--- src/rtl/frame_minmax_sequencer.sv ---
// Frame max/min finder: one shared 4-bit magnitude comparator, sequenced by a
// five-state FSM over a valid/ready sample stream.

module magnitude_comparator (
    input  logic [3:0] a,
    input  logic [3:0] b,
    output logic       a_gt_b,
    output logic       a_eq_b,
    output logic       a_lt_b
);
    assign a_gt_b = (a > b);
    assign a_eq_b = (a == b);
    assign a_lt_b = (a < b);
endmodule

module frame_minmax_sequencer #(
    parameter int FRAME_LEN = 8,
    parameter int IDX_W     = 3
) (
    input  logic             clk,
    input  logic             rst_n,
    input  logic             start,
    input  logic             in_valid,
    input  logic [3:0]       in_data,
    output logic             in_ready,
    output logic             busy,
    output logic             done,
    output logic [3:0]       max_val,
    output logic [IDX_W-1:0] max_idx,
    output logic [3:0]       min_val,
    output logic [IDX_W-1:0] min_idx
);
    localparam logic [IDX_W-1:0] LAST_IDX = IDX_W'(FRAME_LEN - 1);
    localparam logic [IDX_W-1:0] IDX_ZERO = {IDX_W{1'b0}};
    localparam logic [IDX_W-1:0] IDX_ONE  = {{(IDX_W-1){1'b0}}, 1'b1};

    typedef enum logic [2:0] {
        ST_IDLE    = 3'd0,
        ST_WAIT    = 3'd1,
        ST_CMP_MAX = 3'd2,
        ST_CMP_MIN = 3'd3,
        ST_DONE    = 3'd4
    } state_t;

    state_t           state_r;
    logic [IDX_W-1:0] cnt_r;
    logic [3:0]       sample_r;
    logic [3:0]       max_val_r;
    logic [3:0]       min_val_r;
    logic [IDX_W-1:0] max_idx_r;
    logic [IDX_W-1:0] min_idx_r;

    logic [3:0]       cmp_b_s;
    logic             a_gt_b_s;
    logic             a_eq_b_s;
    logic             a_lt_b_s;

    // Comparator operand b follows the phase: running max, running min, else zero.
    always_comb begin
        cmp_b_s = 4'd0;
        case (state_r)
            ST_CMP_MAX: cmp_b_s = max_val_r;
            ST_CMP_MIN: cmp_b_s = min_val_r;
            default:    cmp_b_s = 4'd0;
        endcase
    end

    magnitude_comparator u_cmp (
        .a      (sample_r),
        .b      (cmp_b_s),
        .a_gt_b (a_gt_b_s),
        .a_eq_b (a_eq_b_s),
        .a_lt_b (a_lt_b_s)
    );

    // Sequencer: capture samples, then one comparison phase each for max and min.
    always_ff @(posedge clk or negedge rst_n) begin
        if (!rst_n) begin
            state_r   <= ST_IDLE;
            cnt_r     <= IDX_ZERO;
            sample_r  <= 4'd0;
            max_val_r <= 4'd0;
            min_val_r <= 4'd0;
            max_idx_r <= IDX_ZERO;
            min_idx_r <= IDX_ZERO;
        end else begin
            case (state_r)
                ST_IDLE: begin
                    if (start) begin
                        cnt_r   <= IDX_ZERO;
                        state_r <= ST_WAIT;
                    end else begin
                        state_r <= ST_IDLE;
                    end
                end
                ST_WAIT: begin
                    if (in_valid) begin
                        sample_r <= in_data;
                        if (cnt_r == IDX_ZERO) begin
                            // First sample seeds both extremes; no comparison needed.
                            max_val_r <= in_data;
                            min_val_r <= in_data;
                            max_idx_r <= IDX_ZERO;
                            min_idx_r <= IDX_ZERO;
                            cnt_r     <= IDX_ONE;
                            state_r   <= ST_WAIT;
                        end else begin
                            state_r <= ST_CMP_MAX;
                        end
                    end else begin
                        state_r <= ST_WAIT;
                    end
                end
                ST_CMP_MAX: begin
                    // Strict greater-than keeps the earliest index on ties.
                    if (a_gt_b_s && !a_eq_b_s) begin
                        max_val_r <= sample_r;
                        max_idx_r <= cnt_r;
                    end else begin
                        max_val_r <= max_val_r;
                    end
                    state_r <= ST_CMP_MIN;
                end
                ST_CMP_MIN: begin
                    if (a_lt_b_s) begin
                        min_val_r <= sample_r;
                        min_idx_r <= cnt_r;
                    end else begin
                        min_val_r <= min_val_r;
                    end
                    if (cnt_r == LAST_IDX) begin
                        state_r <= ST_DONE;
                    end else begin
                        cnt_r   <= cnt_r + IDX_ONE;
                        state_r <= ST_WAIT;
                    end
                end
                ST_DONE: begin
                    state_r <= ST_IDLE;
                end
                default: begin
                    state_r <= ST_IDLE;
                end
            endcase
        end
    end

    assign in_ready = (state_r == ST_WAIT);
    assign busy     = (state_r != ST_IDLE);
    assign done     = (state_r == ST_DONE);
    assign max_val  = max_val_r;
    assign min_val  = min_val_r;
    assign max_idx  = max_idx_r;
    assign min_idx  = min_idx_r;

endmodule

--- config.mk ---
export PLATFORM = sky130hd
export DESIGN_NAME = frame_minmax_sequencer
export DESIGN_NICKNAME = d
export VERILOG_FILES = /design/src/rtl/frame_minmax_sequencer.sv
export SDC_FILE = /design/constraint.sdc
export NUM_CORES = 1
export LEC_CHECK = 0
export ABC_AREA = 1
export BUFFER_PORTS_ARGS = -buffer_cell sky130_fd_sc_hd__buf_2
export CAP_MARGIN = 30
export CELL_PAD_IN_SITES_DETAIL_PLACEMENT = 0
export CELL_PAD_IN_SITES_GLOBAL_PLACEMENT = 2
export CORE_UTILIZATION = 33
export CTS_BUF_LIST = sky130_fd_sc_hd__clkbuf_8
export DETAILED_ROUTE_END_ITERATION = 6
export PLACE_DENSITY = 0.85
export SLEW_MARGIN = 15
export SYNTH_ARGS = -nofsm -noshare
export SYNTH_HDL_FRONTEND = slang
export SYNTH_SLANG_ARGS = --single-unit
--- constraint.sdc ---
create_clock -name clk -period 2.7 [get_ports clk]
set_clock_uncertainty 0.15 [all_clocks]
set_input_delay 0.405 -clock clk [delete_from_list [all_inputs] [get_ports clk]]
set_output_delay 0.405 -clock clk [all_outputs]
set_load 0.05 [all_outputs]
## Word-level counts from Yosys, hierarchy flattened

Index checks and enable logic that the tools add are counted.

| cells by class | value |
|---|---|
| add/subtract/negate cells | 1 |
| magnitude comparators | 2 |
| equality and inequality tests | 12 |
| muxes and demuxes | 23 |
| reduce and logical (&&, ||, !) cells | 12 |

Operator list:

| operator | number |
|---|---|
| 3-bit 2-to-1 mux | 10 |
| 4-bit one-hot mux with 2 select lines | 3 |
| 4-bit 2-to-1 mux | 4 |
| 3-bit one-hot mux with 2 select lines | 2 |
| 3-bit one-hot mux with 4 select lines | 1 |
| 2-bit inequality test, second input constant | 5 |
| 3-bit one-hot mux with 3 select lines | 1 |
| 4-bit AND reduction | 2 |
| 3-bit by 2-bit == test with 1-bit output, second input constant | 2 |
| 3-bit == test, second input constant | 2 |
| 3-bit logical NOT | 2 |
| 3-bit nonzero test | 2 |
| 5-bit AND reduction | 1 |
| 4-bit == test | 1 |
| 4-bit greater-than comparator | 1 |
| 4-bit < comparator | 1 |
| 2-bit nonzero test | 2 |
| 3-bit by 1-bit adder with 3-bit output, second input constant | 1 |
| 3-bit by 1-bit == test with 1-bit output, second input constant | 1 |
| 2-bit 2-to-1 mux | 1 |
| 2-bit by 1-bit inequality test with 1-bit output, second input constant | 1 |
| 2-bit AND reduction | 1 |
| 1-bit logical AND | 1 |
| 1-bit logical NOT | 1 |
| 1-bit 2-to-1 mux | 1 |

| word-level totals | value |
|---|---|
| register bits after elaboration | 24 |
| input bits | 8 |
| output and inout bits | 17 |
| logic and storage cells | 57 |

## Logic depth before layout (Yosys ltp)

| logic depth | value |
|---|---|
| depth in word-level cells | 7 |
| depth in mapped cells | 14 |
| gate-level depth less buffers | 14 |

## Hierarchy

Synthesis repeated with hierarchy kept, for this count alone.

| second synthesis, totals | value |
|---|---|
| cell total of the unflattened synthesis | 193 |
| area, all modules | 1418.9 um^2 |

By module, submodules not included:

| module | times used | cells each | area each (um^2) | seq. area each (um^2) |
|---|---|---|---|---|
| frame_minmax_sequencer | 1 | 173 | 1303.8 | 600.6 |
| magnitude_comparator | 1 | 20 | 115.1 | 0.0 |

## Least setup slack after synthesis

Ideal clock, no wire load.

| timing path | value |
|---|---|
| path type | flip-flop to output port |
| start | register state_r[1] |
| end | output port done |
| data arrival time | 1.545 ns |
| data required time | 2.145 ns |
| setup slack | 0.600 ns |
| cell stages (with the launch flop) | 2 |
| buffers on the path | 0 |
| path through | dfrtp_1 -> nor3_1 |

| on the way | value |
|---|---|
| cells in the longest elaborated chain, start to end | 1 |

RTL lines:

| what | line | source |
|---|---|---|
| start, declared | 45 | `state_t state_r;` |
| start signal, assigned | 79 | `state_r <= ST_IDLE;` |
| start signal, assigned | 91 | `state_r <= ST_WAIT;` |
| start signal, assigned | 93 | `state_r <= ST_IDLE;` |
| 3-bit == test | 150 | `assign done = (state_r == ST_DONE);` |
| end, declared | 27 | `output logic done,` |

No other way between the ends.

## Worst setup path in the final report

| timing path | value |
|---|---|
| start | register state_r[0] |
| end | register max_val_r[2], in the netlist max_val[2] |

| on the way | value |
|---|---|
| cells in the longest elaborated chain, start to end | 7 |
| elaborated cells on any way between the ends | 14 |
| those cells by class | 1 x order compare; 7 x eq/ne; 2 x mux; 4 x reduce/logical |

RTL lines:

| what | line | source |
|---|---|---|
| branches (longest 7 deep; another with 4-bit greater-than comparator) | n/a |  |
| end signal, assigned | 101 | `max_val_r <= in_data;` |
| end signal, assigned | 117 | `max_val_r <= sample_r;` |
| end signal, assigned | 120 | `max_val_r <= max_val_r;` |
| end, declared | 48 | `logic [3:0] max_val_r;` |

Several ways; the timed one is not identified.
A chain may end at the register's enable or synchronous reset.

==> impl_metrics.ini <==
[routing]
wl_mm = 3.29
drtAntennaViolNets = 0
via_per_inst = 4.89
dr.first_iter.drc_count = 41
dr.pass1.iters = 4
drc = 0
wl_per_cell_um = 13.2
dr_total_vias = 1222

[logic_synthesis]
synth.most_common_cell = nand2_1
ys_types = 22
yosys-top-cells-count = nand2_1 (59), dfrtp_1 (24), inv_1 (17)
synth-edff-count = 0
synth_seq_cells = 24
avgSynthCellArea_um2 = 7.85
synth_top_cell_by_area = dfrtp_1
syn-num-nets = 189
yosys_most_used_dff = dfrtp_1
netlist_top_cells_area = dfrtp_1 (44%), nand2_1 (16%), ha_1 (6.4%)
netlist_area_um2 = 1370
synth_top_area_share_pct = 44.0
async_flop_share_pct = 100
ys_seq_area_share_pct = 44.0
synth_warnings = 0
postSynthCellCount = 174

[placement]
hpwlAfterDp_mm = 2.40
place.gp.congestion = 0.775
io_buffers = 24

[setup_path]
crit_required_ns = 2.71
endpoint_kind = flip-flop
cp_data_arrival_time_ns = 2.26
crit_path_start_kind = flip-flop
worstSetupPathType = reg2reg
r2r_slack_ns = 0.45
crit_fanout = 8

[clocking]
cts.sinks = 24
clkSlewWorstSetupHoldPaths_ns = 0.09
post_cts_buffers = 0
h-tree-depth = 1
root_buffer = clkbuf_8
cts-buffers-inserted = 3
hold_buffers = 0
clock_latency_ns = 0.27
cts_buffer_depth = 2
ctsResizeCount = 0
cts_tree = yes

[power]
pwr_density_cell_nw_per_um2 = 1250
p_sw_share_pct = 54.2
switching_power_uw = 1070
total_power_uw = 1980
ir_drop_v = 0.000384
p_int_uw = 905
comb_power_share_pct = 58.5
power_frac_clock_pct = 10.9
leakage_uw = 0.000886
p_seq_share_pct = 30.6

[sta]
final.min_clock_period_ns = 2.25
rsz0062_at_grt = no
hold_viol = 24
maxSlewHeadroom_pct = 60.5
drv_slew = 0
worst_pin_slew_ns = 0.592
holdWs_ns = -0.0203
setup_viol = 0
final.period_utilization_pct = 83.3
setup_tns_ns = 0
max_freq_mhz = 445

[floorplan]
num_rows = 23
dieHeight_um = 66.3
die_w_um = 66.3
coreArea_um2 = 4000
die-area_um2 = 4400
initial_core_util_pct = 34.2
ios = 25

[worst_hold_path]
hold_class = in2async

[final_layout]
syn_to_final_growth_pct = 16.0
finalNetCount = 217
antenna_cells = 0
drive_gt1_share_pct = 20.5
fillers = 427
final_util_pct = 39.6

[grt]
first_global_vias = 1135
grt_pass1_wl_mm = 5.48
antenna_found_initial = 0
gr-usage-all-layers_pct = 16.9
grt_max_degree = 25
grt_overflow_total = 0

[outcome]
violations = hold timing
status = finished with violations

[run]
max-cap-violations = 0
critical path, cell delays in order (launching register included):
cell     delay, ns
dfrtp_1       0.44
inv_1         0.11
nand3_2       0.09
inv_1         0.08
a22oi_1       0.18
ha_1          0.27
a21oi_1       0.29
nand2_1       0.11
nand2_2       0.15
nand2_2       0.13
nand2_1       0.09
nand2_1       0.05
flip-flops by register name, summed over array words and instances (netlist names):
name      cells
state_r       3
sample_r      4
max_idx       3
cnt_r         3
min_idx       3
max_val       4
min_val       4
per-layer routing:
metal  part of all wire, %  GRT usage, %  up-vias  wire length [um]
met5                     0             0        -                 0
li1                      -             -      617                 -
met1                    48          22.2      579              1570
met3                   2.8          2.76        4                92
met4                  0.88          5.32        0                29
met2                    49          28.1       22              1600
cell usage in the layout, fill, tap and decap left out, types with 4 or more instances in the layout:
cell type  synthesis  layout
nand2_1           59      59
dfrtp_1           24      24
buf_2              1      24
inv_1             17      17
nand3_1           16      16
o21ai_0           13      13
nor2_1            11      11
ha_1               7       7
nand4_1            4       4
area by class of cell:
type	count	area, um2	area share (%)
clock buffer	3	41.3	2.60
sequential	24	601	37.9
tap	50	62.6	3.95
timing repair buffer	26	135	8.52
inverter	20	75.1	4.74
multi-input combinational	127	671	42.3
power by group through the flow:
stage / registers, uW / clock network, uW / logic (uW)
2_1_floorplan: 827 / 0 / 670
3_3_place_gp: 613 / 0 / 1140
3_5_place_dp: 612 / 0 / 1160
4_1_cts: 605 / 227 / 1170
5_1_grt: 621 / 236 / 1300
6_report: 605 / 216 / 1160
per-stage QoR:
step | hold WS, ns | instances | area, um2 | setup WS, ns
floorplan | -0.0406 | 174 | 1370 | 0.600
global placement | 0.274 | 247 | 1540 | 0.544
detailed placement | 0.294 | 247 | 1540 | 0.453
CTS | 0.000327 | 250 | 1590 | 0.428
global route | 0.0312 | 250 | 1590 | 0.234
finish | -0.0203 | 250 | 1590 | 0.451
path summary, 6_finish.rpt:
kind	end	cells past startpoint	from
worst max-delay path	max_val[2]	11	state_r[0]
worst min-delay path	min_idx[2]	1	rst_n
worst max register to register	max_val[2]	11	state_r[0]
worst min register to register	max_idx[2]	2	max_idx[2]
max in group asynchronous	min_val[1]	1	rst_n
min in group clk	sample_r[3]	3	in_data[3]
cell families after synthesis:
| family | count (synthesis) | synth area share (%) |
|---|---|---|
| AO/OA/AOI/OAI | 20 | 8.42 |
| adder cells (fa/ha/maj) | 7 | 6.41 |
| buffers and inverters | 23 | 6.96 |
| flip-flops | 24 | 44.0 |
| AND/OR/NAND/NOR | 100 | 34.2 |
No activity file was read; power rests on OpenSTA's default activity.
